$ cat src/rtl/systolic_skew_feeder.sv
// Skews one unskewed k-step per handshake into diagonal wavefront order for the 8x8 PE cluster.
// Lane i is delayed by i cycles, and per-row done strobes travel alongside the activation lanes.
module systolic_skew_feeder #(
  parameter int DATA_W = 16,
  parameter int N      = 8,
  parameter int MAX_K  = 256,
  parameter int CNT_W  = 9
) (
  input  logic                clk,
  input  logic                rst_n,
  input  logic                en,
  input  logic                in_valid,
  output logic                in_ready,
  input  logic                in_last,
  input  logic [N*DATA_W-1:0] in_act,
  input  logic [N*DATA_W-1:0] in_wgt,
  output logic [N*DATA_W-1:0] act_out,
  output logic [N*DATA_W-1:0] wgt_out,
  output logic [N-1:0]        done_out,
  output logic                busy,
  output logic                tile_done,
  output logic [CNT_W-1:0]    beat_count,
  output logic                err_overflow
);

  typedef enum logic [1:0] {IDLE, STREAM, FLUSH} state_t;

  localparam int FL_W = (N > 2) ? $clog2(N - 1) : 1;
  localparam logic [CNT_W-1:0] MAX_K_C = CNT_W'(MAX_K);
  localparam logic [FL_W-1:0]  FL_LAST = FL_W'(N - 2);

  state_t           state_q, state_d;
  logic [CNT_W-1:0] cnt_q, cnt_d, cnt_next;
  logic [FL_W-1:0]  fl_q, fl_d;
  logic             tile_done_q, tile_done_d;
  logic             err_q, err_d;
  logic             accept, hit_max, last_eff;

  assign in_ready = en && (state_q != FLUSH);
  assign accept   = in_valid && in_ready;
  assign cnt_next = (state_q == IDLE) ? CNT_W'(1) : cnt_q + CNT_W'(1);
  // The MAX_K-th beat closes the tile even without in_last.
  assign hit_max  = (cnt_next == MAX_K_C);
  assign last_eff = in_last || hit_max;

  always_comb begin
    state_d     = state_q;
    cnt_d       = cnt_q;
    fl_d        = fl_q;
    tile_done_d = 1'b0;
    err_d       = err_q;
    if (!en) begin
      state_d = IDLE;
      cnt_d   = '0;
      fl_d    = '0;
      err_d   = 1'b0;
    end else begin
      case (state_q)
        IDLE, STREAM: begin
          if (accept) begin
            cnt_d = cnt_next;
            fl_d  = '0;
            if (last_eff) begin
              state_d = FLUSH;
              if (!in_last) err_d = 1'b1;
            end else begin
              state_d = STREAM;
            end
          end
        end
        FLUSH: begin
          // N-1 edges after the last beat the deepest lane has shown it.
          if (fl_q == FL_LAST) begin
            state_d     = IDLE;
            tile_done_d = 1'b1;
          end else begin
            fl_d = fl_q + FL_W'(1);
          end
        end
        default: state_d = IDLE;
      endcase
    end
  end

  always_ff @(posedge clk or negedge rst_n) begin
    if (!rst_n) begin
      state_q     <= IDLE;
      cnt_q       <= '0;
      fl_q        <= '0;
      tile_done_q <= 1'b0;
      err_q       <= 1'b0;
    end else begin
      state_q     <= state_d;
      cnt_q       <= cnt_d;
      fl_q        <= fl_d;
      tile_done_q <= tile_done_d;
      err_q       <= err_d;
    end
  end

  assign busy         = (state_q != IDLE);
  assign tile_done    = tile_done_q;
  assign beat_count   = cnt_q;
  assign err_overflow = err_q;

  for (genvar i = 0; i < N; i++) begin : g_lane
    logic signed [DATA_W-1:0] act_p [i+1];
    logic signed [DATA_W-1:0] wgt_p [i+1];
    logic [i:0]               done_p;

    // Stage 0 loads the lane on an accepted beat and zero otherwise; stages 1..i delay it.
    always_ff @(posedge clk or negedge rst_n) begin
      if (!rst_n) begin
        for (int s = 0; s <= i; s++) begin
          act_p[s] <= '0;
          wgt_p[s] <= '0;
        end
        done_p <= '0;
      end else if (!en) begin
        for (int s = 0; s <= i; s++) begin
          act_p[s] <= '0;
          wgt_p[s] <= '0;
        end
        done_p <= '0;
      end else begin
        act_p[0]  <= accept ? in_act[i*DATA_W +: DATA_W] : '0;
        wgt_p[0]  <= accept ? in_wgt[i*DATA_W +: DATA_W] : '0;
        done_p[0] <= accept && last_eff;
        for (int s = 1; s <= i; s++) begin
          act_p[s]  <= act_p[s-1];
          wgt_p[s]  <= wgt_p[s-1];
          done_p[s] <= done_p[s-1];
        end
      end
    end

    assign act_out[i*DATA_W +: DATA_W] = act_p[i];
    assign wgt_out[i*DATA_W +: DATA_W] = wgt_p[i];
    assign done_out[i]                 = done_p[i];
  end

endmodule

$ cat config.mk
export PLATFORM = sky130hd
export DESIGN_NAME = systolic_skew_feeder
export DESIGN_NICKNAME = d
export VERILOG_FILES = /design/src/rtl/systolic_skew_feeder.sv
export SDC_FILE = /design/constraint.sdc
export NUM_CORES = 1
export LEC_CHECK = 0
export ABC_CLOCK_PERIOD_IN_PS = 2100
export CAP_MARGIN = 40
export CORE_MARGIN = 2
export CORE_UTILIZATION = 54
export CTS_CLUSTER_DIAMETER = 200
export CTS_CLUSTER_SIZE = 16
export DETAILED_ROUTE_END_ITERATION = 10
export GPL_ROUTABILITY_DRIVEN = 0
export PLACE_DENSITY = 0.75
export SLEW_MARGIN = 20
export SYNTH_ARGS = -nofsm -noshare
export SYNTH_HDL_FRONTEND = slang
export SYNTH_SLANG_ARGS = --single-unit
$ cat constraint.sdc
create_clock -name clk -period 2.1 [get_ports clk]
set_clock_uncertainty 0.2 [all_clocks]
set_input_delay 0.21 -clock clk [delete_from_list [all_inputs] [get_ports clk]]
set_output_delay 0.21 -clock clk [all_outputs]
set_load 0.02 [all_outputs]
## Word level (Yosys, flattened, before mapping)

Cells that the tools add are included.
W data, S select, Z words.

- $add $sub $neg: 2
- Multipliers: 0
- Divide/modulo/power cells: 0
- Magnitude comparators: 0
- Equality and inequality tests: 13
- Shift operators: 0
- Muxes and demuxes: 61
- Bitwise logic cells: 0
- Reduce and logical (&&, ||, !) cells: 11

Operator list:

| cell | number |
|---|---|
| $mux W16 | 18 |
| $mux W128 | 2 |
| $mux W112 | 2 |
| $mux W96 | 2 |
| $mux W80 | 2 |
| $mux W64 | 2 |
| $mux W48 | 2 |
| $mux W32 | 2 |
| $mux W9 | 4 |
| $mux W3 | 4 |
| $mux W2 | 5 |
| $add A9 B1 Y9 const B | 1 |
| $eq A9 B9 Y1 const B | 1 |
| $mux W1 | 9 |
| $ne A3 B3 Y1 const B | 3 |
| $mux W8 | 1 |
| $mux W7 | 1 |
| $mux W6 | 1 |
| $ne A2 B1 Y1 const B | 3 |
| $pmux W3 S2 | 1 |
| $mux W5 | 1 |
| $mux W4 | 1 |
| $ne A2 B2 Y1 const B | 2 |
| $pmux W2 S2 | 1 |
| other kinds (13) | 16 |

- Register bits: 1204
- Bits in latches: 0
- RAM bits: 0
- Bits in read-only memories: 0
- Input bits: 261
- Output and inout port bits: 277
- Memories kept: 0

## Logic depth before layout (Yosys ltp)

Gate-level depths: netlist (run 1).

- Word-level depth: 8
- Gate-level depth with buffers: 7

## Worst setup path after synthesis (run 1)

OpenSTA, ideal clock, no wires.

- Path kind: flip-flop to flip-flop
- From: register cnt_q[0], in the netlist beat_count[0]
- To: register state_q[1]
- Library setup time: 0.126 ns
- Arrival time: 1.649 ns
- Data required time: 1.774 ns
- Path slack: 0.125 ns
- Stages on the path, launching flop included: 7
- Cells stage by stage: dfrtp_1 > ha_1 > nand2_2 > nor3_4 > xnor2_1 > nor3_2 > o311a_1

- Word-level cells in the longest chain between the ends: 8

Ends and longest elaborated chain:

| item | RTL line | text |
|---|---|---|
| start: declaration | 33 | `logic [CNT_W-1:0] cnt_q, cnt_d, cnt_next;` |
| start signal: assignment | 94 | `cnt_q <= cnt_d;` |
| $add A9 B1 Y9 | 41 | `assign cnt_next = (state_q == IDLE) ? CNT_W'(1) : cnt_q + CNT_W'(1);` |
| $mux W9 | 41 |  |
| $eq A9 B9 Y1 | 43 | `assign hit_max = (cnt_next == MAX_K_C);` |
| $logic_or A1 B1 Y1 | 44 | `assign last_eff = in_last \|\| hit_max;` |
| $mux W2 | 63 | `if (last_eff) begin` |
| $mux W2 | 60 | `if (accept) begin` |
| $pmux W2 S2 | 58 | `case (state_q)` |
| $mux W2 | 52 | `if (!en) begin` |
| end signal: assignment | 93 | `state_q <= state_d;` |
| end: declaration | 32 | `state_t state_q, state_d;` |

No other way between the ends. The select of a mux whose other input is x is not followed.
A chain may end at the register's enable or synchronous reset.

## Worst setup path in the final report (run 1)

- From: register cnt_q[1], in the netlist beat_count[1]
- To: register state_q[1]

The elaborated chain is that of the path after synthesis.

==> results of run 1 <==
-- critical path, stage by stage, from the launching register on --
cell and delay (ns):
dfrtp_1 0.41, ha_4 0.19, buf_4 0.15, a211o_1 0.29, o21ai_0 0.11, a22oi_1 0.11
nor3_2 0.31, o311a_1 0.19
-- where the power goes --
group	switching, mW	internal (mW)
Sequential	0.125	23.1
Clock	7.26	7.26
Combinational	1.18	1.25
Total	8.57	31.6
-- area by class of cell --
type | instances | share of cell area [%]
Tap cell | 959 | 2.414
Clock buffer | 85 | 4.279
Timing Repair Buffer | 876 | 18.08
Inverter | 3 | 0.02265
Sequential cell | 1176 | 59.20
Antenna cell | 8 | 0.04027
Multi-Input combinational cell | 1240 | 15.74
Clock inverter | 6 | 0.2164
-- path summary, 6_finish.rpt --
path	to	cells past startpoint	slack, ns	start
worst max-delay path	state_q[1]	7	0.05	beat_count[1]
worst min-delay path	g_lane[7].act_p[38]	3	0.01	en
worst max register to register	state_q[1]	7	0.05	beat_count[1]
worst min register to register	g_lane[4].wgt_p[28]	1	0.23	g_lane[4].wgt_p[44]
max in group asynchronous	g_lane[0].wgt_p[0]	5	0.42	rst_n
min in group asynchronous	wgt_out[66]	4	0.57	rst_n
-- metrics by stage --
step           total power, mW  util (%)  instance area (um2)
2_1_floorplan            24.25         -                39410
3_3_place_gp             25.57     61.51                44650
3_5_place_dp             25.64     61.51                44650
4_1_cts                  40.54     68.37                49630
5_1_grt                  41.77     68.49                49710
6_report                 40.14     68.49                49710
-- cells by family (layout without fill, tap and decap cells) --
| logic type | Yosys count | in the layout | synth area share (%) |
|---|---|---|---|
| other | 0 | 8 | 0 |
| and+or+nand+nor | 1208 | 1208 | 19.12 |
| xor gates and xnor gates | 6 | 6 | 0.1333 |
| DFF | 1176 | 1176 | 74.67 |
| AOI/OAI and AO/OA | 23 | 23 | 0.3810 |
| buffers and inverters | 361 | 970 | 5.604 |
| adders and majority gates | 3 | 3 | 0.09525 |
-- registers in the layout, summed over array words and instances, names as in the netlist --
| signal | flops |
|---|---|
| g_lane.wgt_p | 464 |
| act_out | 112 |
| tile_done | 1 |
| state_q | 2 |
| err_overflow | 1 |
| beat_count | 9 |
| g_lane.done_p | 8 |
| g_lane.act_p | 464 |
| fl_q | 3 |
| wgt_out | 112 |
-- per-layer routing --
metal	GRT usage, %	part of all wire [%]
met1	25.44	38
met4	8.724	4.0
met5	0	0.017
met2	36.08	51
met3	5.359	6.1
-- synthesized netlist by cell type, types with 2 or more instances --
master	count	area (um2)
ha_1	3	37.54
xor2_1	5	43.79
nand3_1	7	35.03
buf_4	226	1697
dfrtp_1	1176	29430
a22o_1	2	17.52
and2_1	1162	7269
nor2_1	6	22.52
nand3_2	2	20.02
nor2b_1	3	18.77
clkbuf_1	128	480.5
inv_1	3	11.26
nand2b_1	3	18.77
o21ai_0	12	60.06
nor3_1	3	15.01
buf_2	4	20.02
nand2_1	12	45.04
-- what timing repair did --
action | in CTS | in global routing
hold endpoints to repair | 1399 | 0
resized for setup | 40 | 16
hold buffers | 276 | 0
endpoints found under the setup margin | 35 | 13
cloned | 0 | 0
pin swaps | 0 | 5
buffers inserted | 0 | 2
==> results.cfg, run 1 <==
[outcome]
status = complete, no violations

[sta]
rsz0062_at_grt = true
final-hold-violation-count = 0
post-route-min-period_ns = 2.050
holdWs_ns = 0.01029
fin_ws_ns = 0.05001
tightestPinTransition_ns = 0.6870
maxSlewHeadroom_pct = 54.20
slew_violations = 0
period_share_pct = 97.62
setup-violations-final = 0
finalSetupTns_ns = 0
fmax_mhz = 487.8

[critical_path]
path_max_fanout = 5
start_kind = register
arrival_ns = 2.41
critical_path_class = register to register
critPathCaptureType = register
required_ns = 2.46

[finish]
final_common_cell = dfrtp_1
multi_input_area_mm2 = 0.007826
nFillCells = 4655
final_cell_mix = 1173 x dfrtp_1, 1162 x and2_1, 494 x clkdlybuf4s50_1
area_growth_pct = 26.14
drive_gt1_share_pct = 5.139
ff_latch_area_mm2 = 0.02943
final_cells = 4353
nets = 3644

[drt]
wl_per_cell_um = 17.64
avgViaCountPerCell = 4.660
firstDrtPassIters = 5
post-route-drc-count = 0
first_iter_violations = 1482
vias = 20280
wl_um = 76810
ant_nets = 0

[yosys]
ys.flop_type = dfrtp_1
ys_ff_latch = 1176
synth_warnings = 0
synthCells = 2777
avgSynthCellArea_um2 = 14.19
yosysSeqAreaShare_pct = 74.67
netlist_area_mm2 = 0.03941
synth-edff-count = 0
synth_fp_nets = 3041
synth.distinct_cells = 37
async_flop_share_pct = 100.0

[global_routing]
antenna_found_initial = 7
grt_pass1_wl_um = 122000
grt-ovfl-total = 0
grt_usage_pct = 21.04
grt_start_max_net_pins = 217
grt_pass1_vias = 22350

[cts]
path_clk_slew_ns = 0.07
cts_tree = yes
root_buffer = clkbuf_16
cts_sinks = 1176
cts_htree_levels = 3
cts_made_buffers = 83
clk_path_buf_depth = 3
insertion_delay_ns = 0.63

[floorplan]
die_width_um = 274.2
boundaryPins = 538
start_util_pct = 54.29
core_mm2 = 0.07259
row_count = 99
die_area_mm2 = 0.07516
die_h_um = 274.2

[power]
p_per_area_mw_per_mm2 = 807.3
p_leak_nw = 24.86
irDropWorstVdd_v = 0.0006097

[worst_hold_path]
min_path_type = primary input to register

[run]
cap_violations = 0

[placed_design]
dp_hpwl_um = 46190
dp_slack_ns = 0.01662
io_buffers = 537
dp.cells = 3976
(Power assumes the default switching activity.)
==> inputs of run 2 (changes only) <==
--- a/config.mk
+++ b/config.mk
@@ -7,6 +7,7 @@
 export LEC_CHECK = 0
 export ABC_CLOCK_PERIOD_IN_PS = 2100
 export CAP_MARGIN = 40
+export CORE_ASPECT_RATIO = 1.5
 export CORE_MARGIN = 2
 export CORE_UTILIZATION = 54
 export CTS_CLUSTER_DIAMETER = 200
==> results.cfg, run 2 (synthesis gave the netlist of run 1 again) <==
[outcome]
status = complete, no violations

[critical_path]
r2r-start = beat_count[0]
crit_chain = clkdlybuf4s50_1
cp-startpoint = wgt_out[24]
required_ns = 1.69
critPathCaptureType = primary output
critical_path_class = register to primary output
slowest_stage = clkdlybuf4s50_1
crit_family = buffers and inverters
critPathMaxStageDelay_ns = 0.68
critPathBufInv = 1
start_kind = register
path_max_fanout = 1
arrival_ns = 1.65

[finish]
final_cell_mix = 1175 x dfrtp_1, 1162 x and2_1, 510 x clkdlybuf4s50_1
nets = 3612
final_util_pct = 68.08
fin_area_mm2 = 0.04926
final_cells = 4280
final_common_cell = dfrtp_1
area_growth_pct = 25.00
largestRegisters = g_lane.act_p: 464 flops, g_lane.wgt_p: 464 flops
drive_gt1_share_pct = 4.773

[floorplan]
die_width_um = 224.6
row_count = 121
core_mm2 = 0.07237
die_h_um = 334.9
start_util_pct = 54.46
die_area_mm2 = 0.07520
boundaryPins = 538

[cts]
root_buffer = clkbuf_16
clk_path_buf_depth = 3
cts_setup_buffers = 0
path_clk_slew_ns = 0.07
insertion_delay_ns = 0.63
cts_made_buffers = 83
cts_htree_levels = 3
cts_sinks = 1176
cts_tree = yes

[placed_design]
io_buffers = 537
dp.cells = 3933
dp_hpwl_um = 45490
postPlaceCellArea_mm2 = 0.04450
dp_slack_ns = 0.05000

[power]
power_frac_seq_pct = 58.0
p_switching_mw = 8.370
internal_power_mw = 31.59
p_per_area_mw_per_mm2 = 811.2
irDropWorstVdd_v = 0.0007556
p_sw_share_pct = 20.95
p_comb_share_pct = 6.0
clkPwrFrac_pct = 36.0
p_leak_nw = 24.57

[run]
cap_violations = 0

[drt]
first_iter_violations = 1274
avgViaCountPerCell = 4.705
firstDrtPassIters = 4
post-route-drc-count = 0
ant_nets = 0
wl_per_cell_um = 17.88
vias = 20140
wl_um = 76530

[worst_hold_path]
min_path_type = primary input to register
hp-start = in_wgt[107]

[sta]
fin_ws_ns = 0.04165
tightestPinTransition_ns = 0.7181
maxSlewHeadroom_pct = 52.13
fmax_mhz = 485.8
period_share_pct = 98.02
setup-violations-final = 0
slew_violations = 0
post-route-min-period_ns = 2.058
final-hold-violation-count = 0

[global_routing]
grt-ovfl-total = 0
grt_start_max_net_pins = 256
antenna_found_initial = 9
grt_usage_pct = 21.18
grt_pass1_vias = 22660
grt_pass1_wl_um = 123300
## run 2: power groups by stage
stage / registers [mW] / logic, mW / clock network [mW]
floorplan: 23.6 / 0.650 / 0
global placement: 23.6 / 1.94 / 0
detailed placement: 23.6 / 2.01 / 0
CTS: 23.2 / 2.41 / 14.8
global route: 23.2 / 2.65 / 15.7
finish: 23.2 / 2.40 / 14.4
## run 2: final timing paths
kind	endpoint	slack (ns)	cells after the start
worst max-delay path	wgt_out[24]	0.04	1
worst min-delay path	g_lane[6].wgt_p[107]	0.05	2
worst max register to register	state_q[1]	0.09	7
worst min register to register	g_lane[7].act_p[72]	0.25	1
max in group asynchronous	act_out[93]	0.80	4
min in group asynchronous	g_lane[7].act_p[26]	0.07	3
## run 2: what timing repair did
action / 4_1_cts / 5_1_grt
hold endpoints to repair: 1594 / 1
hold buffers: 250 / 1
pin swaps: 0 / 1
gates resized for setup: 22 / 17
setup endpoints to repair: 17 / 14
## run 2: area by class of cell
cell class	count	area (um2)
diodes	6	15.01
clock buffers	87	2177
clock inverters	2	17.52
fillers	4781	23100
inverters	3	11.26
multi-input cells	1240	7814
flip-flops and latches	1176	29430
well taps	922	1154
repair buffers	844	8647
## run 2: routing by layer
layer	up-vias	share of wire, %	track usage [%]
met3	179	6.0	5.783
met5	-	0.033	0
met4	4	3.6	8.172
met1	10160	38	25.04
met2	562	52	36.87
li1	9237	-	-
## run 2: per-stage QoR
stage | setup TNS (ns) | hold slack (ns) | total power, mW
after global routing | -0.008642 | 0.008419 | 41.59
after CTS | 0 | 0.002227 | 40.37
after global placement | 0 | -0.1002 | 25.53
after floorplan | 0 | -0.2856 | 24.25
after detailed placement | 0 | -0.1010 | 25.61
final | 0 | 0.05235 | 39.96
